## src/rtl/uart_pkg.sv

```systemverilog
// Shared UART definitions: bit timing default, 8N1 frame constants and the receiver state encoding.
package uart_pkg;

  localparam int CLKS_PER_BIT_DEF = 10416;
  localparam int CNT_W            = 14;

  localparam int   DATA_BITS = 8;
  localparam logic START_BIT = 1'b0;
  localparam logic STOP_BIT  = 1'b1;

  localparam logic [2:0] RX_IDLE  = 3'd0;
  localparam logic [2:0] RX_START = 3'd1;
  localparam logic [2:0] RX_DATA  = 3'd2;
  localparam logic [2:0] RX_STOP  = 3'd3;
  localparam logic [2:0] RX_BREAK = 3'd4;

  typedef enum logic [2:0] {
    S_IDLE  = RX_IDLE,
    S_START = RX_START,
    S_DATA  = RX_DATA,
    S_STOP  = RX_STOP,
    S_BREAK = RX_BREAK
  } rx_state_e;

endpackage

```

## src/rtl/uart_rx_if.sv

```systemverilog
// Serial line in, received byte plus status strobes out.
interface uart_rx_if;

  logic       rx;
  logic [7:0] data_out;
  logic       data_valid;
  logic       frame_err;
  logic       busy;

  // Line driver / byte consumer side.
  modport master (
    output rx,
    input  data_out,
    input  data_valid,
    input  frame_err,
    input  busy
  );

  // Receiver side.
  modport slave (
    input  rx,
    output data_out,
    output data_valid,
    output frame_err,
    output busy
  );

endinterface

```

## src/rtl/sync_2ff.sv

```systemverilog
// Two-flop synchroniser for a single asynchronous bit; resets to RST_VAL.
module sync_2ff #(
  parameter bit RST_VAL = 1'b1
) (
  input  logic clk,
  input  logic rst_n,
  input  logic d_i,
  output logic q_o
);

  logic meta_q;
  logic sync_q;

  always_ff @(posedge clk) begin
    if (!rst_n) begin
      meta_q <= RST_VAL;
      sync_q <= RST_VAL;
    end else begin
      meta_q <= d_i;
      sync_q <= meta_q;
    end
  end

  assign q_o = sync_q;

endmodule

```

## src/rtl/uart_rx.sv

```systemverilog
// 8N1 UART receiver: start validated at mid-bit, data sampled at bit centres, stop checked,
// and a held-low line parked in BREAK so it is never read as repeated 0x00 frames.
module uart_rx
  import uart_pkg::*;
#(
  parameter int CLKS_PER_BIT = CLKS_PER_BIT_DEF
) (
  input  logic     clk,
  input  logic     rst_n,
  uart_rx_if.slave rx_bus
);

  localparam int               HALF_BIT  = CLKS_PER_BIT / 2;
  localparam logic [CNT_W-1:0] HALF_LAST = CNT_W'(HALF_BIT - 1);
  localparam logic [CNT_W-1:0] BIT_LAST  = CNT_W'(CLKS_PER_BIT - 1);
  localparam logic [2:0]       LAST_BIT  = 3'(DATA_BITS - 1);

  logic             rx_s;
  rx_state_e        state_q, state_d;
  logic [CNT_W-1:0] cnt_q, cnt_d;
  logic [2:0]       bit_q, bit_d;
  logic [7:0]       shift_q, shift_d;
  logic [7:0]       data_q, data_d;
  logic             valid_q, valid_d;
  logic             ferr_q, ferr_d;

  sync_2ff #(.RST_VAL(1'b1)) u_sync_rx (
    .clk   (clk),
    .rst_n (rst_n),
    .d_i   (rx_bus.rx),
    .q_o   (rx_s)
  );

  always_ff @(posedge clk) begin
    if (!rst_n) begin
      state_q <= S_IDLE;
      cnt_q   <= '0;
      bit_q   <= '0;
      data_q  <= '0;
      valid_q <= 1'b0;
      ferr_q  <= 1'b0;
    end else begin
      state_q <= state_d;
      cnt_q   <= cnt_d;
      bit_q   <= bit_d;
      data_q  <= data_d;
      valid_q <= valid_d;
      ferr_q  <= ferr_d;
    end
  end

  // Every shift-register bit is rewritten before it is read, so it needs no reset.
  always_ff @(posedge clk) begin
    shift_q <= shift_d;
  end

  always_comb begin
    state_d = state_q;
    cnt_d   = cnt_q + 1'b1;
    bit_d   = bit_q;
    shift_d = shift_q;
    data_d  = data_q;
    valid_d = 1'b0;
    ferr_d  = 1'b0;
    unique case (state_q)
      S_IDLE: begin
        cnt_d = '0;
        if (rx_s == START_BIT) state_d = S_START;
      end
      S_START: begin
        if (cnt_q == HALF_LAST) begin
          cnt_d   = '0;
          bit_d   = '0;
          state_d = (rx_s == START_BIT) ? S_DATA : S_IDLE;
        end
      end
      S_DATA: begin
        if (cnt_q == BIT_LAST) begin
          cnt_d   = '0;
          shift_d = {rx_s, shift_q[7:1]};
          bit_d   = bit_q + 3'd1;
          if (bit_q == LAST_BIT) state_d = S_STOP;
        end
      end
      S_STOP: begin
        if (cnt_q == BIT_LAST) begin
          cnt_d = '0;
          if (rx_s == STOP_BIT) begin
            data_d  = shift_q;
            valid_d = 1'b1;
            state_d = S_IDLE;
          end else begin
            ferr_d  = 1'b1;
            state_d = S_BREAK;
          end
        end
      end
      S_BREAK: begin
        cnt_d = '0;
        if (rx_s == STOP_BIT) state_d = S_IDLE;
      end
      default: begin
        cnt_d   = '0;
        state_d = S_IDLE;
      end
    endcase
  end

  assign rx_bus.data_out   = data_q;
  assign rx_bus.data_valid = valid_q;
  assign rx_bus.frame_err  = ferr_q;
  assign rx_bus.busy       = (state_q != S_IDLE);

endmodule
```

## src/flat_wrapper.sv

```systemverilog
// flat-port wrapper written by rule: the top's interface ports become plain ports
module uart_rx_flat import uart_pkg::*;
#(
  parameter int CLKS_PER_BIT = CLKS_PER_BIT_DEF
)
  (clk, rst_n, rx_bus_rx, rx_bus_data_out, rx_bus_data_valid, rx_bus_frame_err, rx_bus_busy);
  uart_rx_if rx_bus_i ();
  input  logic clk;
  input  logic rst_n;
  input wire logic [$bits(rx_bus_i.rx)-1:0] rx_bus_rx;
  output wire logic [$bits(rx_bus_i.data_out)-1:0] rx_bus_data_out;
  output wire logic [$bits(rx_bus_i.data_valid)-1:0] rx_bus_data_valid;
  output wire logic [$bits(rx_bus_i.frame_err)-1:0] rx_bus_frame_err;
  output wire logic [$bits(rx_bus_i.busy)-1:0] rx_bus_busy;
  assign rx_bus_i.rx = rx_bus_rx;
  assign rx_bus_data_out = rx_bus_i.data_out;
  assign rx_bus_data_valid = rx_bus_i.data_valid;
  assign rx_bus_frame_err = rx_bus_i.frame_err;
  assign rx_bus_busy = rx_bus_i.busy;
  uart_rx #(.CLKS_PER_BIT(CLKS_PER_BIT)) u_core (.clk(clk), .rst_n(rst_n), .rx_bus(rx_bus_i));
endmodule
```

## config.mk

```make
export PLATFORM = sky130hd
export DESIGN_NAME = uart_rx_flat
export DESIGN_NICKNAME = d
export VERILOG_FILES = /design/src/rtl/uart_pkg.sv /design/src/rtl/uart_rx_if.sv /design/src/rtl/sync_2ff.sv /design/src/rtl/uart_rx.sv /design/src/flat_wrapper.sv
export SDC_FILE = /design/constraint.sdc
export NUM_CORES = 1
export LEC_CHECK = 0
export BUFFER_PORTS_ARGS = -buffer_cell sky130_fd_sc_hd__buf_2
export CAP_MARGIN = 30
export CORE_MARGIN = 5
export CORE_UTILIZATION = 40
export CTS_CLUSTER_SIZE = 12
export DETAILED_ROUTE_END_ITERATION = 16
export MAX_ROUTING_LAYER = met4
export PLACE_DENSITY_LB_ADDON = 0.25
export REMOVE_ABC_BUFFERS = 1
export SKIP_CTS_REPAIR_TIMING = 1
export SYNTH_ARGS = -nofsm -noshare
export SYNTH_HDL_FRONTEND = slang
export SYNTH_HIERARCHICAL = 1
export SYNTH_SLANG_ARGS = --single-unit
```

## constraint.sdc

```tcl
create_clock -name clk -period 2.35 [get_ports clk]
set_clock_uncertainty 0.05 [all_clocks]
set_input_delay 0.1175 -clock clk [delete_from_list [all_inputs] [get_ports clk]]
set_output_delay 0.1175 -clock clk [all_outputs]
set_load 0.02 [all_outputs]
```

==> results, run 1 <==
- Clock tree synthesis found a total of 40 sinks.
- In the final layout, the multi-input gates occupy about 730 µm².
- Timing would allow up to around 500 MHz.
- The buffer levels on the longest clock path is 2.
- The number of synthesized register bits is 40.
- The static leakage is 0.757 nW.
- The root buffer cell chosen for the clock tree is sky130_fd_sc_hd__clkbuf_8.
- The wire length of the first global-routing pass is about 5 mm.
- The total design power is 1.15 mW.
- In the final layout, the share of cells above drive strength 1 is 0.132.
- The setup check on the worst reg-to-reg path leaves a slack of 0.30 ns.
- The core area is approximately 4000 µm².
- The synthesized instance count is ~160.
- The later pin in the worst-skew pair is clocked with a latency of roughly 0.28 ns.
- In this run the remaining antenna-violating nets after routing total 0.
- The number of global-route vias before repair is around 1100.
- The number of synthesized flops with an enable pin is 8.
- The final max-slew violation count was 0.
- The kind of start point of the critical path is a flip-flop.
- The headroom to the max-slew limit is 0.717.
- Global routing finished with a remaining overflow of 0.
- The type of the most critical hold path is in2reg.
- In the final layout, flip-flops and latches occupy approximately 880 µm².
- For this run, the register share of the synthesized area comes to 0.528.
- TritonCTS built the clock tree.
- Once detailed placement completed, the half-perimeter wirelength came to ~2.1 mm.
- The netlist area before placement is 1670 µm².
- The worst register-to-register path begins at u_core/cnt_q[0].
- After clock tree synthesis, the clock-pin slew on the worst setup and hold paths is about 0.070 ns.
- For the worst flop-to-flop path, the logic depth is 6.
- From synthesis to final layout, the design area changed by 11.4%.
- For this run, the post-layout net count is between 150 and 200.
- The post-synthesis compound-gate area fraction is 0.0533.
- The worst hold path passes through 2 cells.
- The synthesized netlist contains 37 unique library cells.
- The fraction of the mapped netlist area in simple logic gates is 0.248.
- The H-tree was split into 2 levels.
- After detailed routing, the total wire length is 2.86 mm.
- The number of antenna violations at the first check in global routing is 0.
- In the routed design, unresolved DRC markers number 0.
- The mean post-synth cell area is 10.2 µm².
- The number of standard cells in the final layout excluding fillers is ~230.
- The routed wirelength normalized by instance count is approximately 12 µm.
- The type of the setup path with the least slack is reg2reg.
- The commonest non-fill, non-tap cell in the layout is sky130_fd_sc_hd__dfxtp_1.
- The initial utilization of the core area, before any placement, comes to 0.414.
- The total number of yosys warnings is 6.
- The full die area is 5560 µm².
- The adder and majority cell fraction of the synthesized area is 0.0225.
- The max capacitance violation total is 0.
- The die width is between 70 and 80 µm.
- After floorplanning, the core was divided into 23 placement rows.
- The combinational family with the most area after synthesis is simple AND/OR/NAND/NOR gates.
- The number of buffers created by CTS is 5.
- The highest net fanout along the worst path is 9.
- Among all flip-flop cells after synthesis, the most frequent one is sky130_fd_sc_hd__dfxtp_1.
- Counting I/O delays and the setup requirement, the final critical path takes ~2 ns.
- Once placement completed, the tool counted placed cells totaling around 220.
- IR analysis of the VDD net gives a maximum drop of approximately 380 µV.
- The count of input and output buffers is 13.
- The run finished with clean final reports.
- STA classifies the critical path endpoint as a flip-flop.
- Before antenna repair, the detailed router went through 4 iterations.
- The violation count after the first detailed-route iteration is 36.
- Of all flip-flops after synthesis, the portion carrying an async set or reset was 0.
- The final-layout fill cell count is between 300 and 400.
- The share of cell area taken by muxes after synthesis is 0.0480.
- The weighted congestion reported at the end of routability-driven placement is 0.822.
- The count of vias placed by the detailed router is 1184.
- The ratio of total power to cell area is approximately 620 nW/µm².
- Summed over all failing endpoints, the final setup total negative slack is 0 ns.
- Of the total synthesized cell area, the portion taken by XOR and XNOR cells is 0.0683.
- Data on the critical path is required at its endpoint by between 2 and 2.5 ns.
- For this run, the total global-route usage over all layers was measured as 0.120.
- At the pin with the least slew margin, the transition time is about 0.42 ns.
- The arrival time of data at the critical path endpoint is between 2 and 2.5 ns.
- In this run the critical register-to-register path is captured at u_core/rx_bus.data_out[6].
- Hold is met by 0.0553 ns.
- The startpoint identified for the worst hold timing path is rst_n.
- The pin count of the biggest net entering global routing is 15.
- The die is roughly 75 µm tall.
- Setup repair after global routing left no endpoint under its margin.
- The number of antenna cells inserted is 0.
- The utilization after layout is 0.461.
- Pin placement for this block handled 14 I/O pins.
- Setup violations remaining at the end of the flow were counted as 0.
- In the layout the commonest cells are sky130_fd_sc_hd__dfxtp_1, sky130_fd_sc_hd__nor2_1, sky130_fd_sc_hd__nand2_1.
- The number of hold-slack violations in the final timing report came to 0.
- Dividing the final minimum period by the clock period gives 0.872.
- The worst hold path terminates at u_core/u_sync_rx/meta_q.
- The number of vias per cell after detailed routing is roughly 5.
[layer usage]
metal	vias to the layer above	GRT usage	wire (µm)
li1	602	-	-
met1	544	0.139	1290
met2	33	0.200	1360
met3	5	0.0405	180
met4	0	0.0296	26
met5	-	-	0
[metrics by stage]
step / worst slack, ns / instance area, µm²
3_3_place_gp: 0.376 / 1770
6_report: 0.302 / 1860
3_5_place_dp: 0.315 / 1770
5_1_grt: 0.140 / 1860
2_1_floorplan: 0.293 / 1630
4_1_cts: 0.300 / 1850
[flip-flops by register name, summed over array words and instances (netlist names)]
register	count
u_core/cnt_q	14
u_core/rx_bus.data_out	8
u_core/shift_q	8
u_core/bit_q	3
u_core/state_q	3
u_core/rx_bus.data_valid	1
u_core/rx_bus.frame_err	1
u_core/u_sync_rx/meta_q	1
u_core/u_sync_rx/q_o	1
[Yosys cell counts (2+ instances only)]
cell type                  count  area [µm²]
sky130_fd_sc_hd__and3_1        2        12.5
sky130_fd_sc_hd__and4_1        2        17.5
sky130_fd_sc_hd__buf_6         2        22.5
sky130_fd_sc_hd__clkbuf_1      2        7.51
sky130_fd_sc_hd__dfxtp_1      32         641
sky130_fd_sc_hd__edfxtp_1      8         240
sky130_fd_sc_hd__ha_1          3        37.5
sky130_fd_sc_hd__inv_1         5        18.8
sky130_fd_sc_hd__mux2i_1       8        80.1
sky130_fd_sc_hd__nand2_1      15        56.3
sky130_fd_sc_hd__nand2b_1      4        25.0
sky130_fd_sc_hd__nand3_1       5        25.0
sky130_fd_sc_hd__nand4_1       4        25.0
sky130_fd_sc_hd__nor2_1       27         101
sky130_fd_sc_hd__nor2b_1       3        18.8
sky130_fd_sc_hd__nor3_1        5        25.0
sky130_fd_sc_hd__o21ai_0       5        25.0
sky130_fd_sc_hd__o22ai_1       2        12.5
sky130_fd_sc_hd__xnor2_1       7        61.3
sky130_fd_sc_hd__xor2_1        6        52.6
[power by group]
group | switching, mW | total (mW) | internal, mW
clock network | 0.210 | 0.416 | 0.206
registers | 0.00372 | 0.703 | 0.700
logic | 0.0189 | 0.0299 | 0.0109
total | 0.233 | 1.15 | 0.917
[how the worst max path moves through the flow]
stage | slack [ns] | cells past startpoint | startpoint | end
after global placement | 0.38 | 6 | u_core/cnt_q[0] | u_core/rx_bus.data_out[1]
after detailed placement | 0.32 | 6 | u_core/cnt_q[0] | u_core/rx_bus.data_out[3]
after CTS | 0.30 | 6 | u_core/cnt_q[0] | u_core/rx_bus.data_out[4]
after global routing | 0.14 | 6 | u_core/cnt_q[0] | u_core/rx_bus.data_out[0]
after floorplan | 0.29 | 4 | u_core/cnt_q[0] | u_core/shift_q[0]
final | 0.30 | 6 | u_core/cnt_q[0] | u_core/rx_bus.data_out[6]
[critical path, stage by stage, from the launching register on]
cell	delay (ns)
sky130_fd_sc_hd__dfxtp_1	0.37
sky130_fd_sc_hd__ha_1	0.23
sky130_fd_sc_hd__and4_1	0.25
sky130_fd_sc_hd__nand4_2	0.21
sky130_fd_sc_hd__or4_4	0.58
sky130_fd_sc_hd__mux2i_1	0.18
sky130_fd_sc_hd__nor2_1	0.05
[logic make-up (layout without fill, tap and decap cells)]
logic type               Yosys count  after routing
AND/OR/NAND/NOR                   77             77
buffers and inverters             10             28
flip-flops                        40             40
AO/OA/AOI/OAI                     13             13
XOR/XNOR                          13             13
adder cells (fa/ha/maj)            3              3
multiplexers                       8              8
[layout make-up]
class / count / area share
clock buffer: 7 / 0.0411
clock inverter: 1 / 0.00202
inverter: 5 / 0.0101
sequential: 40 / 0.474
tap: 50 / 0.0337
multi-input combinational: 114 / 0.395
timing repair buffer: 15 / 0.0444
No activity file was read; power rests on OpenSTA's default activity.
==> run 2, diff against run 1 <==
--- a/config.mk
+++ b/config.mk
@@ -11,6 +11,7 @@
 export CORE_UTILIZATION = 40
 export CTS_CLUSTER_SIZE = 12
 export DETAILED_ROUTE_END_ITERATION = 16
+export GPL_TIMING_DRIVEN = 0
 export MAX_ROUTING_LAYER = met4
 export PLACE_DENSITY_LB_ADDON = 0.25
 export REMOVE_ABC_BUFFERS = 1
==> run 2 against run 1 <==
Compared with the run above: largest power group unchanged; final cell count did not move; count of clock-buffer cells in the layout decreased by 2; hold slack worse by 0.0033 ns; routed wire length is 6.4% higher; worst setup slack lost 0.096 ns; critical endpoint is now u_core/shift_q[2]; largest cell class unchanged; total power up 1.4%; flip-flop and latch count unchanged.
==> results, run 2 (same netlist as run 1, synthesis figures left out) <==
- Setup repair after global routing left no endpoint under its margin.
- The post-layout net count came to 187 (unchanged).
- Traced cell by cell, the critical path runs through ha_1 -> and4_1 -> nand4_2 -> nor3_1 -> buf_4.
- The cell internal power dissipation is 0.912 mW (-0.59%).
- The total design power was 1.17 mW (+1.4%).
- The number of hold-slack violations in the final timing report is 0 (unchanged).
- The starting utilization of the core area is 0.414 (unchanged).
- The number of vias per cell after detailed routing is 5.21 (+2.1%).
- The fmax is 466 MHz (-4.5%).
- The ratio of final minimum period to clock period was 0.913 (+0.0409).
- The fraction of layout instances using a drive strength above 1 is 0.143 (+0.0110).
- The run finished with clean final reports.
- In this run the worst hold path is classified as in2reg.
- The clock-pin slew on the worst setup and hold paths is 0.07 ns (about the same).
- The power share of the clock group is 0.370 (+0.008).
- The slowest stage of the critical path is the sky130_fd_sc_hd__nor3_1 cell.
- The number of buffers created by CTS came to 5 (unchanged).
- TritonCTS built the clock tree.
- The fraction of power consumed by combinational cells was 0.026 (about the same).
- The placed wire-length estimate after detailed placement was 2.22 mm (+7.5%).
- The total setup violations reported at the end of the flow is 0 (unchanged).
- The time the final worst path needs with I/O delays and setup is 2.14 ns (+0.0962 ns).
- The switching fraction of total power came to 0.218 (+0.0154).
- The final max-slew violation count is 0 (unchanged).
- The commonest non-fill, non-tap cell in the layout is sky130_fd_sc_hd__dfxtp_1.
- The number of global-route vias before repair is 1147 (+1.8%).
- The total buffers and inverters traversed by the critical path was 1 (+1).
- The kind of end point of the critical path is a flip-flop.
- The pin count of the biggest net entering global routing is 15 (unchanged).
- The die width came to 74.6 µm (unchanged).
- The core area was 4030 µm² (unchanged).
- The static leakage was 0.763 nW (+0.72%).
- The wire length of the first global-routing pass is 5.04 mm (+0.70%).
- The number of remaining DRC errors is 0 (unchanged).
- The buffer levels on the longest clock path is 2 (unchanged).
- By startpoint and endpoint, the worst setup path is classified as reg2reg.
- The power dissipated by switching net loads is 0.254 mW (+9.1%).
- The row count is 23 (unchanged).
- The storage element area is 881 µm² (unchanged).
- The final global-route overflow total is 0 (unchanged).
- The area growth from synthesis to layout is 11.6%.
- The final-layout fill cell count is 382 (-3.8%).
- The max capacitance violation total is 0 (unchanged).
- The clock latency on the worst-skew pair is 0.29 ns (about the same).
- The violation count after the first detailed-route iteration is 83 (+130%).
- The peak supply drop is 278 µV (-28%).
- The register bank with the most flops is u_core/cnt_q.
- The first-pass iteration count of the detailed router was 4 (unchanged).
- The delay contributed by the slowest stage of the critical path is 0.47 ns (-0.11 ns).
- The number of cells on the worst reg-to-reg path is 5 (-1).
- The global routing usage summed across all routing layers came to 0.125 (+0.00516).
- The total wirelength of the detailed-routed design came to 3.04 mm (+6.4%).
- The hold path depth is 2 (unchanged).
- The number of antenna violations at the first check in global routing is 0 (unchanged).
- The area of combinational cells with multiple inputs is 733 µm² (unchanged).
- The flip-flop count of the largest register after layout was 14 (unchanged).
- The arrival time of data at the critical path endpoint is 2.10 ns (-0.06 ns).
- The register share of total power is 0.604 (-0.008).
- The top-level port count is 14 (unchanged).
- The tree is rooted in a sky130_fd_sc_hd__clkbuf_8.
- The weighted congestion reported at the end of routability-driven placement is 0.792 (-3.7%).
- The highest net fanout along the worst path is 9 (unchanged).
- The number of routed nets with antenna violations was 0 (unchanged).
- The chip height was 74.6 µm (unchanged).
- The post-route cell area is 1860 µm² (+0.13%).
- The required arrival time at the worst endpoint is 2.31 ns (-0.15 ns).
- STA classifies the critical path startpoint as a flip-flop.
- The count of input and output buffers was 13 (unchanged).
- The count of cell instances traversed by the critical path is 5 (-1).
- The critical path's top delay family is simple AND/OR/NAND/NOR gates.
- The routed wirelength normalized by instance count was 13.1 µm (+6.4%).
- The TritonCTS sink count is 40 (unchanged).
- The ratio of total power to cell area is 626 nW/µm² (+1.2%).
- The full die area is 5560 µm² (unchanged).
- The count of vias placed by the detailed router is 1209 (+2.1%).
- The slew at the pin with the worst max-slew slack is 0.522 ns (+0.0969 ns).
- The depth of the CTS H-tree was 2 (unchanged).
- The headroom to the max-slew limit is 0.650 (-0.0673).
- In the layout the commonest cells are sky130_fd_sc_hd__dfxtp_1, sky130_fd_sc_hd__nor2_1, sky130_fd_sc_hd__nand2_1.
- The post-place instance area is 1770 µm² (unchanged).
- The number of antenna cells inserted is 0 (unchanged).
run 2: power by group through the flow:
stage	sequential [mW]	clock [mW]	combinational, mW
after floorplan	0.718	0	0.0191
after global routing	0.704	0.480	0.0335
after CTS	0.703	0.446	0.0293
after detailed placement	0.719	0	0.0291
after global placement	0.719	0	0.0279
final	0.703	0.432	0.0302
run 2: stage by stage:
stage,hold WS (ns),TNS (ns),worst slack [ns],instances,utilization
after floorplan,0.141,0,0.293,159,-
after global placement,0.246,-1.17,-0.142,222,0.437
after detailed placement,0.254,0,0.182,223,0.439
after CTS,-0.0533,0,0.169,231,0.459
after global routing,0.0492,0,0.0444,232,0.462
final,0.0520,0,0.206,232,0.462
run 2: final cells by class:
cell class / instances / area share
clock buffers: 5 / 0.0370
clock inverters: 3 / 0.00740
repair buffers: 15 / 0.0444
well taps: 50 / 0.0336
multi-input cells: 114 / 0.394
inverters: 5 / 0.0101
flip-flops and latches: 40 / 0.473
run 2: final timing paths:
kind                           start  slack, ns                 endpoint
max reg2reg          u_core/cnt_q[0]       0.21        u_core/shift_q[2]
max                  u_core/cnt_q[0]       0.21        u_core/shift_q[2]
min                            rst_n       0.05  u_core/u_sync_rx/meta_q
min reg2reg  u_core/u_sync_rx/meta_q       0.36     u_core/u_sync_rx/q_o
run 2: per-layer routing:
| metal | global-route usage | up-vias | part of all wire | routed length [µm] |
|---|---|---|---|---|
| li1 | - | 602 | - | - |
| met1 | 0.136 | 582 | 0.44 | 1350 |
| met2 | 0.201 | 19 | 0.49 | 1490 |
| met3 | 0.0446 | 6 | 0.047 | 142 |
| met4 | 0.0632 | 0 | 0.019 | 57 |
| met5 | - | - | 0 | 0 |
